File: config.mk
export PLATFORM = sky130hd
export DESIGN_NAME = uart_rx_param
export DESIGN_NICKNAME = d
export VERILOG_FILES = /design/src/rtl/uart_pkg.sv /design/src/rtl/uart_baud_tick.sv /design/src/rtl/uart_rx_param.sv
export SDC_FILE = /design/constraint.sdc
export NUM_CORES = 1
export LEC_CHECK = 0
export CAP_MARGIN = 20
export CORE_UTILIZATION = 25
export CTS_CLUSTER_DIAMETER = 120
export DETAILED_ROUTE_END_ITERATION = 10
export PLACE_DENSITY = 0.4
export SYNTH_ARGS = -nofsm -noshare
export SYNTH_HDL_FRONTEND = slang
export SYNTH_SLANG_ARGS = --single-unit
File: constraint.sdc
create_clock -name bf_clock -period 2.1 [get_ports bf_clock]
set_input_delay 0.63 -clock bf_clock [delete_from_list [all_inputs] [get_ports bf_clock]]
set_output_delay 0.63 -clock bf_clock [all_outputs]
set_load 0.05 [all_outputs]
File: src/rtl/uart_pkg.sv
// Shared constants, FSM state encoding and baud divider helper for the UART receiver.
`timescale 1ns/1ps
package uart_pkg;

    localparam int unsigned PAR_NONE = 0;
    localparam int unsigned PAR_ODD  = 1;
    localparam int unsigned PAR_EVEN = 2;

    typedef enum logic [2:0] {
        S_IDLE,
        S_START,
        S_DATA,
        S_PARITY,
        S_STOP,
        S_DELIVER,
        S_BRK
    } rx_state_t;

    // Rounded clock divider producing one oversample tick
    function automatic int unsigned calc_div(input longint unsigned clk_freq,
                                             input longint unsigned baud,
                                             input longint unsigned os);
        longint unsigned den;
        den = baud * os;
        return 32'((clk_freq + den / 2) / den);
    endfunction

endpackage

File: src/rtl/uart_baud_tick.sv
// Oversample tick generator: DIV-clock divider plus tick index within the bit.
`timescale 1ns/1ps
module uart_baud_tick #(
    parameter int unsigned DIV        = 54,
    parameter int unsigned OVERSAMPLE = 16,
    localparam int unsigned IDX_W     = $clog2(OVERSAMPLE)
) (
    input  logic             clk,
    input  logic             rst_n,
    input  logic             en,
    input  logic             restart,
    output logic             tick_c,
    output logic [IDX_W-1:0] idx
);

    localparam int unsigned CNT_W = $clog2(DIV);

    logic [CNT_W-1:0] cnt;

    assign tick_c = en && !restart && (cnt == CNT_W'(DIV - 1));

    // Divider and tick index; both held at zero while disabled or restarting
    always_ff @(posedge clk) begin
        if (!rst_n || restart || !en) begin
            cnt <= '0;
            idx <= '0;
        end else if (cnt == CNT_W'(DIV - 1)) begin
            cnt <= '0;
            idx <= idx + IDX_W'(1);
        end else begin
            cnt <= cnt + CNT_W'(1);
        end
    end

endmodule

File: src/rtl/uart_rx_param.sv
// Parametrised oversampling UART receiver with error flags and break detection.
`timescale 1ns/1ps
module uart_rx_param
    import uart_pkg::*;
#(
    parameter int unsigned CLK_FREQ   = 100000000,
    parameter int unsigned BAUD       = 115200,
    parameter int unsigned OVERSAMPLE = 16,
    parameter int unsigned DATA_BITS  = 8,
    parameter int unsigned PARITY     = 0,
    parameter int unsigned STOP_BITS  = 1
) (
    input  logic                 bf_clock,
    input  logic                 extResetn,
    input  logic                 rx,
    output logic [DATA_BITS-1:0] data_out,
    output logic                 data_valid,
    input  logic                 data_ready,
    output logic                 frame_err,
    output logic                 parity_err,
    output logic                 overrun,
    input  logic                 err_clr,
    output logic                 break_det,
    output logic                 busy
);

    localparam int unsigned DIV   = calc_div(64'(CLK_FREQ), 64'(BAUD), 64'(OVERSAMPLE));
    localparam int unsigned IDX_W = $clog2(OVERSAMPLE);
    localparam int unsigned BIT_W = $clog2(DATA_BITS);
    localparam logic [IDX_W-1:0] SMP0 = IDX_W'(OVERSAMPLE / 2 - 1);
    localparam logic [IDX_W-1:0] SMP1 = IDX_W'(OVERSAMPLE / 2);
    localparam logic [IDX_W-1:0] SMP2 = IDX_W'(OVERSAMPLE / 2 + 1);

    if (DIV < 2) begin : g_bad_div
        $error("uart_rx_param: clock too slow for BAUD*OVERSAMPLE (DIV < 2)");
    end
    if (OVERSAMPLE != 8 && OVERSAMPLE != 16) begin : g_bad_os
        $error("uart_rx_param: OVERSAMPLE must be 8 or 16");
    end

    rx_state_t            state;
    logic                 rx_m;
    logic                 rx_s;
    logic                 s0;
    logic                 s1;
    logic [DATA_BITS-1:0] shreg;
    logic [BIT_W-1:0]     bit_cnt;
    logic                 stop_cnt;
    logic                 par_bit;
    logic                 fe_r;
    logic                 pe_r;
    logic                 brk_r;

    logic                 tick_c;
    logic [IDX_W-1:0]     idx;
    logic                 restart_c;
    logic                 decide_c;
    logic                 maj_c;
    logic                 stop_last_c;
    logic                 load_c;
    logic                 drop_c;

    assign restart_c   = (state == S_IDLE) && !rx_s;
    assign decide_c    = tick_c && (idx == SMP2);
    assign maj_c       = (s0 & s1) | (s0 & rx_s) | (s1 & rx_s);
    assign stop_last_c = (STOP_BITS == 2) ? stop_cnt : 1'b1;
    assign load_c      = (state == S_DELIVER) && !brk_r && (!data_valid || data_ready);
    assign drop_c      = (state == S_DELIVER) && !brk_r && data_valid && !data_ready;

    uart_baud_tick #(
        .DIV        (DIV),
        .OVERSAMPLE (OVERSAMPLE)
    ) u_tick (
        .clk     (bf_clock),
        .rst_n   (extResetn),
        .en      (state != S_IDLE),
        .restart (restart_c),
        .tick_c  (tick_c),
        .idx     (idx)
    );

    // Two-flop synchroniser on the asynchronous line, idling high
    always_ff @(posedge bf_clock) begin
        if (!extResetn) begin
            rx_m <= 1'b1;
            rx_s <= 1'b1;
        end else begin
            rx_m <= rx;
            rx_s <= rx_m;
        end
    end

    // Frame FSM: sampling, shift register, parity/stop checks and busy flag
    always_ff @(posedge bf_clock) begin
        if (!extResetn) begin
            state    <= S_IDLE;
            busy     <= 1'b0;
            s0       <= 1'b1;
            s1       <= 1'b1;
            shreg    <= '0;
            bit_cnt  <= '0;
            stop_cnt <= 1'b0;
            par_bit  <= 1'b0;
            fe_r     <= 1'b0;
            pe_r     <= 1'b0;
            brk_r    <= 1'b0;
        end else begin
            if (tick_c && idx == SMP0) s0 <= rx_s;
            if (tick_c && idx == SMP1) s1 <= rx_s;
            case (state)
                S_IDLE: begin
                    if (!rx_s) begin
                        state <= S_START;
                        busy  <= 1'b1;
                    end
                end
                S_START: begin
                    fe_r     <= 1'b0;
                    pe_r     <= 1'b0;
                    brk_r    <= 1'b0;
                    par_bit  <= 1'b0;
                    bit_cnt  <= '0;
                    stop_cnt <= 1'b0;
                    if (decide_c) begin
                        if (maj_c) begin
                            state <= S_IDLE;
                            busy  <= 1'b0;
                        end else begin
                            state <= S_DATA;
                        end
                    end
                end
                S_DATA: begin
                    if (decide_c) begin
                        shreg <= {maj_c, shreg[DATA_BITS-1:1]};
                        if (bit_cnt == BIT_W'(DATA_BITS - 1)) begin
                            state <= (PARITY != PAR_NONE) ? S_PARITY : S_STOP;
                        end else begin
                            bit_cnt <= bit_cnt + BIT_W'(1);
                        end
                    end
                end
                S_PARITY: begin
                    if (decide_c) begin
                        par_bit <= maj_c;
                        pe_r    <= (PARITY == PAR_ODD) ? ~(^shreg ^ maj_c) : (^shreg ^ maj_c);
                        state   <= S_STOP;
                    end
                end
                S_STOP: begin
                    if (decide_c) begin
                        if (!maj_c) fe_r <= 1'b1;
                        if (!stop_cnt && !maj_c && shreg == '0 && !par_bit) brk_r <= 1'b1;
                        if (stop_last_c) begin
                            state <= S_DELIVER;
                        end else begin
                            stop_cnt <= 1'b1;
                        end
                    end
                end
                S_DELIVER: begin
                    if (brk_r) begin
                        state <= S_BRK;
                    end else begin
                        state <= S_IDLE;
                        busy  <= 1'b0;
                    end
                end
                S_BRK: begin
                    if (rx_s) begin
                        state <= S_IDLE;
                        busy  <= 1'b0;
                    end
                end
                default: begin
                    state <= S_IDLE;
                    busy  <= 1'b0;
                end
            endcase
        end
    end

    // Output holding register with valid/ready handshake, overrun and break pulse
    always_ff @(posedge bf_clock) begin
        if (!extResetn) begin
            data_out   <= '0;
            data_valid <= 1'b0;
            frame_err  <= 1'b0;
            parity_err <= 1'b0;
            overrun    <= 1'b0;
            break_det  <= 1'b0;
        end else begin
            break_det <= (state == S_DELIVER) && brk_r;
            if (load_c) begin
                data_out   <= shreg;
                data_valid <= 1'b1;
                frame_err  <= fe_r;
                parity_err <= pe_r;
            end else if (data_valid && data_ready) begin
                data_valid <= 1'b0;
                frame_err  <= 1'b0;
                parity_err <= 1'b0;
            end
            if (drop_c) begin
                overrun <= 1'b1;
            end else if (err_clr) begin
                overrun <= 1'b0;
            end
        end
    end

endmodule

Word level (Yosys, flattened, before mapping)
Index checks and enable logic that the tools add are counted.

storage, ports and cells
  input bits = 5
  flip-flop bits (word level) = 46

cells by class
  add/sub/neg operators = 3
  muxes and demuxes = 35
  bitwise gates (word level) = 7
  eq/ne operators = 23
  reduce and logical (&&, ||, !) cells = 44

operators by type and width
  cell                 number
  $mux 3               10
  $ne 2x2->1 const B   12
  $pmux 3 s7           1
  $mux 1               17
  $logic_and 1x1->1    14
  $eq 3x3->1 const B   4
  $reduce_bool 2->1    5
  $logic_not 1->1      9
  $reduce_and 3->1     3
  $eq 4x4->1 const B   2
  $logic_not 8->1      1
  $pmux 1 s2           4
  $reduce_xor 8->1     1
  $reduce_and 7->1     1
  $add 6x1->6 const B  1
  $eq 3x2->1 const B   2
  $eq 6x6->1 const B   1
  $pmux 3 s2           1
  $reduce_and 6->1     1
  $pmux 1 s5           1
  $add 4x1->4 const B  1
  $eq 4x3->1 const B   1
  $reduce_and 2->1     2
  $add 3x1->3 const B  1
  11 further kinds     16

Depth between registers and ports, before layout
  depth after elaboration = 9
  mapped depth = 7
  gate-level depth less buffers = 6

Modules after synthesis
Synthesis repeated with hierarchy kept, for this count alone.

second synthesis, totals
  cells, all modules = 246
  area total of the unflattened synthesis = 2269.7 µm²

by module, submodules not included
  module          area each (µm²)  instances  seq. area each (µm²)  cells each
  uart_rx_param   1813.0           1          720.7                 197
  uart_baud_tick  456.7            1          200.2                 49

Worst setup path after synthesis
No wires, ideal clock.

  path kind = register to register
  start point = reg u_tick.cnt[0]
  end point = reg bit_cnt[0]
  data required time = 2.028 ns
  setup time = 0.072 ns
  path slack = 0.268 ns
  data arrival time = 1.760 ns
  buffers on the path = 1
  cell stages (with the launch flop) = 7
  cells stage by stage = dfxtp_1 ha_1 nand4_1 or4_1 buf_6 nor2_8 mux2i_1

between the ends
  cells in the longest elaborated chain, start to end = 5

RTL lines
  item                        RTL line              text
  start, declared             uart_baud_tick.sv:18  logic [CNT_W-1:0] cnt;
  start signal, assigned      uart_baud_tick.sv:31  cnt <= cnt + CNT_W'(1);
  $eq 6x6->1                  uart_baud_tick.sv:20  assign tick_c = en && !restart && (cnt == CNT_W'(DIV - 1));
  $logic_and 1x1->1           uart_baud_tick.sv:20
  $logic_and 1x1->1           uart_rx_param.sv:64   assign decide_c = tick_c && (idx == SMP2);
  $ne 2x2->1 (no line)        n/a
  $reduce_and 3->1 (no line)  n/a
  end signal, assigned        uart_rx_param.sv:139  bit_cnt <= bit_cnt + BIT_W'(1);
  end, declared               uart_rx_param.sv:47   logic [BIT_W-1:0] bit_cnt;

No other way between the ends.
A chain may end at the register's enable or synchronous reset.

Worst setup path in the final report
  start point = reg overrun
  end point = out overrun

RTL lines
  item                    RTL line              text
  start, declared         uart_rx_param.sv:21   output logic overrun,
  start signal, assigned  uart_rx_param.sv:190  overrun <= 1'b0;
  start signal, assigned  uart_rx_param.sv:205  overrun <= 1'b1;
  start signal, assigned  uart_rx_param.sv:207  overrun <= 1'b0;

No word-level cell between the ends.

==> summary.md <==
Tracing the worst setup path back leads to its startpoint at overrun$_SDFFE_PN0P_. Number of storage elements in the synthesis netlist: 46. Setup violations remaining at the end of the flow were counted as 0.

In the final layout, the share of cells above drive strength 1 is 14.3%. Net switching is 21.8% of the power. For the part of the Yosys area used for sequential elements, the log shows 40.9%.

The net load switching power was 352 uW; the number of max-capacitance violations reported was 0. Among all flip-flop cells after synthesis, the most frequent one is dfxtp_1. Synthesis instantiated 43 different standard cells from the library.

The die covers 9390 um2. The critical path in this run is classified as flop to output pin. The initial utilization of the core area, before any placement, comes to 25.8%. The maximum clock skew at final layout came out at 0.0102 ns. The tools report the number of buffers inserted by hold repair at cts as 0. The tools report the clock buffer count from CTS as 5. The clock transition at the register clock pins on the worst setup and hold paths after CTS was 0.09 ns. The logic depth of the worst setup path including buffers came out at 1.

The worst reg-to-reg setup slack came out at 0.26 ns. The average detailed-routed wire length per instance was 12.5 um. The startpoint identified for the worst register-to-register timing path is u_tick.cnt[0]$_SDFF_PP0_.

The synthesized design contains 0 enable-type register cells. The height of the die is 96.9 um, and the cell area power density is 602 nW/um2. The detailed router finished its first iteration with 32 violations.

The post-synthesis share of cell area spent on and, or, nand and nor gates is 24.8%, and the total count of max-transition violations in the final report is 0. In the finished design, the share of the clock period the worst path needs comes to 97.7%. The tools report the largest vdd supply drop as 0.000335 V. For this run, asynchronously set or reset flops after synthesis account for 0%. Of all nets on the critical path, the largest fanout is 2. The flow ran to the end, and the final reports show no timing, DRC or antenna violations. After detailed routing, the number of vias per cell comes to 4.37.

The endpoint of the most critical register-to-register path was bit_cnt[1]$_SDFFE_PN0P_. CTS saw 46 sinks. When the netlist entered floorplanning its net count stood at 257.

The total area inside the core boundary comes to 8720 um2. Gates resized during post-CTS repair numbered 0. The longest clock path from root to sink contains 2 buffers. The logs give 0 for the detailed-route DRC error count and 1582 for the number of global-route vias before repair.

The number of H-tree levels is 2, and the share of the synthesized netlist area taken by xor and xnor gates is 4.67%. The kind of cell with the highest combined delay along the critical path is buffers and inverters. TritonCTS built the clock tree. Summing the areas of all compound-gate instances in the mapped netlist gives 8.56% of the synthesized area. The tools report the detailed-router iteration count before antenna repair as 4. The area growth from synthesis to layout is 18.9%. The setup fix buffers added after clock tree synthesis was 0; the part of the power in registers was 54.5%. The count of buffers added on input and output ports is 18. The smallest clock period supported by the final layout is computed as 2.05 ns. For this run, the post-layout net count is 280. For this run, the number of Yosys warnings is 0.

The minimum setup slack after placement is 0.124 ns. Based on the critical path, the design can be clocked at up to 487 MHz. The tools report the final worst hold slack as 0.426 ns. The floorplan step set the die width to 96.9 um. Summed over all nets, wire length on met2 after detailed routing comes to 1920 um. The tools report the clock tree root buffer cell as clkbuf_8. Once detail routing completed, the nets flagged for antenna violations numbered 0. The top routing layer in use is met4. The required time of the critical path was 1.47 ns; the combinational share of power was 4.0%. The top-level port count is 19, and the clock latency on the worst-skew pair is 0.31 ns. The total leakage power is 0.000956 uW, and the count of buffer and inverter cells on the critical path is 1.

The slowest stage of the critical path belongs to the cell clkdlybuf4s50_1. STA classifies the critical path startpoint as a flop. The post-synthesis share of cell area spent on full adders, half adders and majority gates is 6.56%. The number of antenna diodes was 0; the total half-perimeter wirelength after legalization and detailed placement was 3300 um. The class of the tightest hold or removal check was flop to flop. Summed over all layers, the routed wires come to 4650 um. Setup repair after global routing left no endpoint under its margin. The congestion estimate from routability-driven global placement came to 0.715.

Walking the worst path, the cells encountered are clkdlybuf4s50_1. The dominant combinational cell family by area after synthesis is simple AND/OR/NAND/NOR gates. The combined global-route utilization of all metal layers was 10.5%. The number of cell rows was 34; the number of antenna violations at the first check in global routing was 0. The final hold violation count is 0, and the post-synthesis instance area is 2250 um2.

Summing over every cut layer, the via total after detailed routing is 1630. After detailed routing, the wire length on met1 is 2480 um. Global routing finished with a remaining overflow of 0. Leaving out fill and tap cells, the most frequent cell in the layout is dfxtp_1. In the final timing run, aggregate negative setup slack is 0 ns. STA puts the critical path data arrival time at 1.42 ns. For the least setup slack across all paths after layout, the log shows 0.0478 ns. The cell-internal power was 1260 uW. The largest single stage delay on the critical path is 0.79 ns.

The instance count of the mapped netlist came out at 241. The tools report the global-route wire length before repair as 7850 um. After detailed routing, the met3 layer carries 178 um of wire.

The critical path ends at overrun. The synthesized area per cell came out at 9.35 um2. The tools report the capturing element type of the critical path as an output pin.

Entering global routing, the biggest net connects 29 pins. In the layout the commonest cells are dfxtp_1, nor2b_1, buf_4. Of the total power, the clock network draws 41.5%. In this run the tightest slew margin relative to its limit is 67.1%. The worst register-to-register path has a depth of 6.

The actual transition at the worst max-transition pin was 0.492 ns. The portion of netlist area occupied by mux cells came out at 9.33%.
routing by layer:
metal  global-route usage, %  vias up
met4                    4.13        0
li1                        -      865
met2                    15.7       27
met1                    14.4      732
met5                       0        -
met3                    2.96        6
cell families (layout without fill, tap and decap cells):
group	Yosys count	count (layout)
compound gates	30	30
xor+xnor	12	12
fa+ha+maj	12	12
buf+inv	27	51
flops	46	46
mux	21	21
simple gates	93	93
synthesized netlist by cell type, types with 6 or more instances:
| cell | instances | share of area, % |
|---|---|---|
| a21oi_1 | 6 | 1.3 |
| nand2b_1 | 7 | 1.9 |
| mux2i_1 | 21 | 9.3 |
| nand2_1 | 10 | 1.7 |
| dfxtp_1 | 46 | 41 |
| inv_1 | 13 | 2.2 |
| o21ai_0 | 8 | 1.8 |
| ha_1 | 11 | 6.1 |
| nor2b_1 | 25 | 6.9 |
| nand3_1 | 8 | 1.8 |
| clkbuf_1 | 10 | 1.7 |
| nor2_1 | 14 | 2.3 |
| xnor2_1 | 9 | 3.5 |
flip-flops by register name, indices dropped and copies added, names as in the netlist:
signal	flops
fe_r	1
par_bit	1
s0	1
brk_r	1
parity_err	1
break_det	1
overrun	1
rx_m	1
rx_s	1
bit_cnt	3
s1	1
busy	1
frame_err	1
u_tick.idx	4
u_tick.cnt	6
shreg	8
state	3
pe_r	1
data_out	8
data_valid	1
through the flow:
step | util, % | cell area [um2] | power [uW] | instances
3_3_place_gp | 29.5 | 2570 | 966 | 365
5_1_grt | 30.7 | 2680 | 1690 | 373
6_report | 30.7 | 2680 | 1610 | 373
2_1_floorplan | - | 2250 | 940 | 241
3_5_place_dp | 29.5 | 2570 | 964 | 365
4_1_cts | 30.7 | 2680 | 1640 | 373
worst min-delay path by stage:
| stage | to | from | depth (start not counted) |
|---|---|---|---|
| after CTS | rx_s$_SDFF_PN1_ | rx_m$_SDFF_PN1_ | 1 |
| final | rx_s$_SDFF_PN1_ | rx_m$_SDFF_PN1_ | 1 |
| after floorplan | rx_s$_SDFF_PN1_ | rx_m$_SDFF_PN1_ | 1 |
| after global routing | rx_s$_SDFF_PN1_ | rx_m$_SDFF_PN1_ | 1 |
| after global placement | rx_s$_SDFF_PN1_ | rx_m$_SDFF_PN1_ | 1 |
| after detailed placement | rx_s$_SDFF_PN1_ | rx_m$_SDFF_PN1_ | 1 |
power by group through the flow:
stage | clock [uW] | sequential (uW) | combinational [uW]
floorplan | 0 | 903 | 37.4
global placement | 0 | 900 | 66.2
detailed placement | 0 | 900 | 64.4
CTS | 698 | 879 | 65.3
global route | 737 | 880 | 70.5
finish | 669 | 879 | 64.5
final cells by class:
cell class,count,area [um2]
sequential,46,921
timing repair buffer,30,250
fill,915,6040
multi-input combinational,168,1210
clock buffer,6,72.6
clock inverter,2,37.5
inverter,13,48.8
tap,108,135
Note: power is estimated with default switching activity, not from simulation.
==> variant 1, RTL diff (same flow settings) <==
Add an input register stage for `rx`, cleared by the reset; this delays it by one clock. The other inputs are not delayed to match.
--- a/src/rtl/uart_rx_param.sv
+++ b/src/rtl/uart_rx_param.sv
@@ -31,6 +31,16 @@
     localparam logic [IDX_W-1:0] SMP1 = IDX_W'(OVERSAMPLE / 2);
     localparam logic [IDX_W-1:0] SMP2 = IDX_W'(OVERSAMPLE / 2 + 1);
 
+    logic rx_q;
+
+    always_ff @(posedge bf_clock) begin
+        if (!extResetn) begin
+            rx_q <= '0;
+        end else begin
+            rx_q <= rx;
+        end
+    end
+
     if (DIV < 2) begin : g_bad_div
         $error("uart_rx_param: clock too slow for BAUD*OVERSAMPLE (DIV < 2)");
     end
@@ -85,7 +95,7 @@
             rx_m <= 1'b1;
             rx_s <= 1'b1;
         end else begin
-            rx_m <= rx;
+            rx_m <= rx_q;
             rx_s <= rx_m;
         end
     end
Check against the original RTL: not equivalent (a bounded check fails within 4 cycles, from zero or initial values and one cycle with extResetn low).
==> variant 1 against the original RTL <==
  * The flow now finishes with violations (design-rule violations)
  * Worst setup slack better by 16 ps
  * Critical endpoint is now break_det
  * Routed wire length is 0.39% higher
  * Worst hold slack lost 11 ps
  * First-iteration DRC count increased to 3.6 times the old value
  * Synthesized area up 1.7%
  * Count of clock-buffer cells in the layout grew 1
  * Sequential cell count is 1 higher
  * Utilization is essentially flat
  * Design area rose by 0.98%
  * Critical path depth stayed put
Power is not compared: it rests on default switching activity, and its combinational part moved more than twofold at a synthesized area within 25%.
==> variant 1: results (changes against the original RTL) <==
stage	metric	value	unit	change
status	outcome	finished, violations left		
status	failing checks	design-rule violations		
clock_network	Reg clk slew, reported paths	90	ps	about the same
global_route	GRT met2 Usage	16.4	%	+0.71 points
cells_and_area	Seq area share	34.8	%	+0.41 points
clock_network	CTS Buffer Depth	2		unchanged
routing	DRT iter0 DRCs	115		+260%
cells_and_area	Signal inverters	12		-1
routing	M1 WL	2310	um	-6.7%
setup_path	crit-path max FO	1		-1
sta	Slew HR	57.3	%	-9.8 points
logic_synthesis	Syn Nets	274		+6.6%
logic_synthesis	post-synthesis adder-cell area fraction	6.44	%	-0.11 points
sta	Setup violations, final	0		unchanged
global_route	vias in the first global route	1643		+3.9%
setup_path	Critical Path AT	1410	ps	
cells_and_area	clkbuf count	7		+1
global_route	first-pass GRT wire length	8020	um	+2.3%
routing	via count	1775		+8.9%
place	pre-CTS WS	241	ps	+117 ps
logic_synthesis	main area contributors after synthesis	dfxtp_1, mux2i_1, ha_1, nand2_1, nand3_1		
cells_and_area	Signal buf overhead	8.97	%	-0.37 points
routing	WL met2	2100	um	+9.3%
routing	routed wire length	4670	um	+0.39%
logic_synthesis	register area share after synthesis	41.1	%	+0.18 points
cells_and_area	Seq cells	47		+2.2%
logic_synthesis	mux share of post-synthesis cell area	6.12	%	-3.2 points
place	GP Congestion	0.696		-2.7%
logic_synthesis	commonest cells in the netlist	dfxtp_1, nand2_1, nor2_1		
place	placed cell area	0.00261	mm2	+1.5%
cells_and_area	Non-clk bufs	30		unchanged
cells_and_area	multi-input gate area in the final layout	0.00125	mm2	+2.7%
routing	met3 wire len	197	um	+11%
clock_network	Skew-Pair Late Insertion Delay	300	ps	
routing	# DRC	6		+6
sta	clk_skew	6.77	ps	-3.44 ps
cells_and_area	Filler cells	921		+0.66%
global_route	initial antenna violation count	0		unchanged
cells_and_area	ClkCell Share	3.52	%	-0.59 points
global_route	met3 Track Usage GR	2.81	%	-0.16 points
logic_synthesis	XOR/XNOR share of the synthesized area	4.21	%	-0.46 points
global_route	GR Util met1	13.9	%	-0.42 points
cells_and_area	comb_multi_in	185		+10%
routing	wire per inst	12.0	um	-4.0%
place	Final HPWL DP	3260	um	-1.3%
global_route	largest net degree at the start of global routing	23		-21%
global_route	gr usage total	10.6	%	+0.013 points
setup_path	CP delay by family, top	buffers and inverters		
logic_synthesis	post-synth cell types	45		+4.7%
cells_and_area	final net count	297		+6.1%
routing	drt pass-1 iters	7		+3
cells_and_area	share of layout cells above drive strength 1	13.1	%	-1.2 points
logic_synthesis	mean post-synth cell area	8.88	um2	-5.0%
logic_synthesis	Compound-Gate Fraction of Synth Area	11.0	%	+2.4 points
place	placed instance count	382		+4.7%
-- variant 1: cell types whose count changed in the layout (fill, tap and decap cells not counted), moves of 3 or more --
cell	change
a21boi_0	+5
a21oi_1	-3
nand2_1	+18
mux2i_1	-7
nor2b_1	-11
nand3_1	+10
nor2_1	+6
nor4_1	-3
-- variant 1: logic make-up after synthesis --
kind of cell             count (synthesis)
adder cells (fa/ha/maj)                 12
AND/OR/NAND/NOR                        111
XOR/XNOR                                11
flip-flops                              47
multiplexers                            14
AO/OA/AOI/OAI                           37
buffers and inverters                   26
-- variant 1: final timing paths --
kind	from	to	slack, ps	depth (start not counted)
hold / removal	rx_q	rx_m	410	1
setup / recovery	break_det	break_det	60	1
setup reg to reg	u_tick.cnt[0]	busy	300	6
hold reg to reg	rx_q	rx_m	410	1
-- variant 1: power by group --
group | leakage, nW | internal (mW) | switching [mW]
logic | 0.566 | 0.0609 | 0.0816
clock network | 0.0484 | 0.271 | 0.324
registers | 0.380 | 0.903 | 0.0138
total | 0.995 | 1.23 | 0.420
==> variant 2, RTL diff (same settings) <==
Made on the original files. `DATA_BITS`: 8 -> 16.
--- a/src/rtl/uart_rx_param.sv
+++ b/src/rtl/uart_rx_param.sv
@@ -6,7 +6,7 @@
     parameter int unsigned CLK_FREQ   = 100000000,
     parameter int unsigned BAUD       = 115200,
     parameter int unsigned OVERSAMPLE = 16,
-    parameter int unsigned DATA_BITS  = 8,
+    parameter int unsigned DATA_BITS  = 16,
     parameter int unsigned PARITY     = 0,
     parameter int unsigned STOP_BITS  = 1
 ) (
Ports: changed (resized data_out); port bits go from 19 to 27. The function was not compared with the original's and may differ.
==> variant 2 against the original RTL <==
  * Combinational power grew to 2.6 times the old value
  * Worst setup slack gained 160 ps
  * Sequential cell count is 17 higher
  * Routed wire length rose by 36%
  * Maximum frequency is 8.5% higher
  * Design area is 36% higher
  * Total power is 77% higher
  * Synthesized area grew 31%
  * Critical endpoint is now shreg[1]
  * Largest power group is now clock
  * Highest routed layer unchanged
==> variant 2: results (changes against the original RTL) <==
stage	metric	value	unit	change
setup_path	Critical Path AT	2100	ps	+680 ps
sta	worst hold slack	403	ps	-22.7 ps
logic_synthesis	post-synth cell types	56		+30%
pwr	Comb power frac	5.8	%	+1.8 points
routing	wire per inst	11.9	um	-4.9%
cells_and_area	share of layout cells above drive strength 1	15.6	%	+1.3 points
setup_path	R2R Setup Slk	210	ps	-50 ps
pwr	worst vdd ir	0.000272	V	-19%
global_route	gr usage total	11.2	%	+0.61 points
routing	met3 wire len	241	um	+35%
global_route	first-pass GRT wire length	11100	um	+41%
routing	M1 WL	3320	um	+34%
place	placed cell area	0.00335	mm2	+30%
place	Final HPWL DP	4490	um	+36%
global_route	largest net degree at the start of global routing	22		-24%
cells_and_area	Area Growth Syn to Fin	23.3	%	
cells_and_area	Filler cells	1196		+31%
place	GP Congestion	0.750		+4.9%
pwr	Net Switching	0.622	mW	+77%
clock_network	CTS Buf Count	9		+4
logic_synthesis	Syn Nets	374		+46%
routing	Avg Vias per Cell	4.41		+0.89%
clock_network	Clock Sinks	63		+37%
pwr	P_leak	1.29	nW	+35%
pwr	sequential power share	42.8	%	-12 points
cells_and_area	biggest registers after layout	data_out x16, shreg x16, u_tick.cnt x6		
logic_synthesis	main area contributors after synthesis	dfxtp_1, nand2_1, a21oi_1, ha_1, xnor2_1		
sta	clk_skew	5.93	ps	-4.28 ps
global_route	met3 Track Usage GR	3.39	%	+0.43 points
clock_network	Reg clk slew, reported paths	50	ps	-40 ps
global_route	GRT met2 Usage	16.2	%	+0.58 points
status	outcome	complete, no violations		
global_route	vias in the first global route	2309		+46%
sta	Slew HR	60.5	%	-6.6 points
logic_synthesis	commonest cells in the netlist	nand2_1, dfxtp_1, a21oi_1		
global_route	GR Util met1	15.0	%	+0.62 points
clock_network	H-tree levels	3		+1
variant 2: cell types whose count changed after synthesis, moves of 3 or more:
cell | before | now
nand3b_1 | 5 | 1
nand2_1 | 10 | 78
ha_1 | 11 | 14
a211oi_1 | 0 | 3
a21oi_1 | 6 | 41
nor2b_1 | 25 | 3
buf_2 | 1 | 5
a21boi_0 | 4 | 1
inv_1 | 13 | 24
mux2i_1 | 21 | 5
nor2_1 | 14 | 25
dfxtp_1 | 46 | 63
variant 2: logic make-up after synthesis:
family / Yosys count / synth area share (%)
and+or+nand+nor: 146 / 24.2
AOI/OAI and AO/OA: 68 / 13.6
DFF: 63 / 42.6
buffers and inverters: 43 / 6.68
xor gates and xnor gates: 15 / 4.91
adders and majority gates: 15 / 6.26
muxes: 5 / 1.69
variant 2: area by class of cell:
type | count | area share (%)
clock buffer | 11 | 6.93
clock inverter | 4 | 1.23
inverter | 26 | 2.68
multi-input combinational | 249 | 41.1
sequential | 63 | 34.6
tap | 143 | 4.91
timing repair buffer | 37 | 8.58
variant 2: through the flow:
step           instances  setup WS [ps]
2_1_floorplan        355            425
3_3_place_gp         518            204
3_5_place_dp         518            200
4_1_cts              533            196
5_1_grt              533           82.9
6_report             533            208
variant 2: final timing paths:
path / startpoint / end / depth (start not counted)
max reg2reg: u_tick.cnt[0] / shreg[1] / 6
max: u_tick.cnt[0] / shreg[1] / 6
min reg2reg: rx_m / rx_s / 1
min: rx_m / rx_s / 1
variant 2: critical path, cell delays in order, from the launching register on:
cell     delay, ps
dfxtp_1        370
ha_1           180
and4_4         240
nand4_4        150
or3_1          610
nand2_1        160
a21oi_1         70
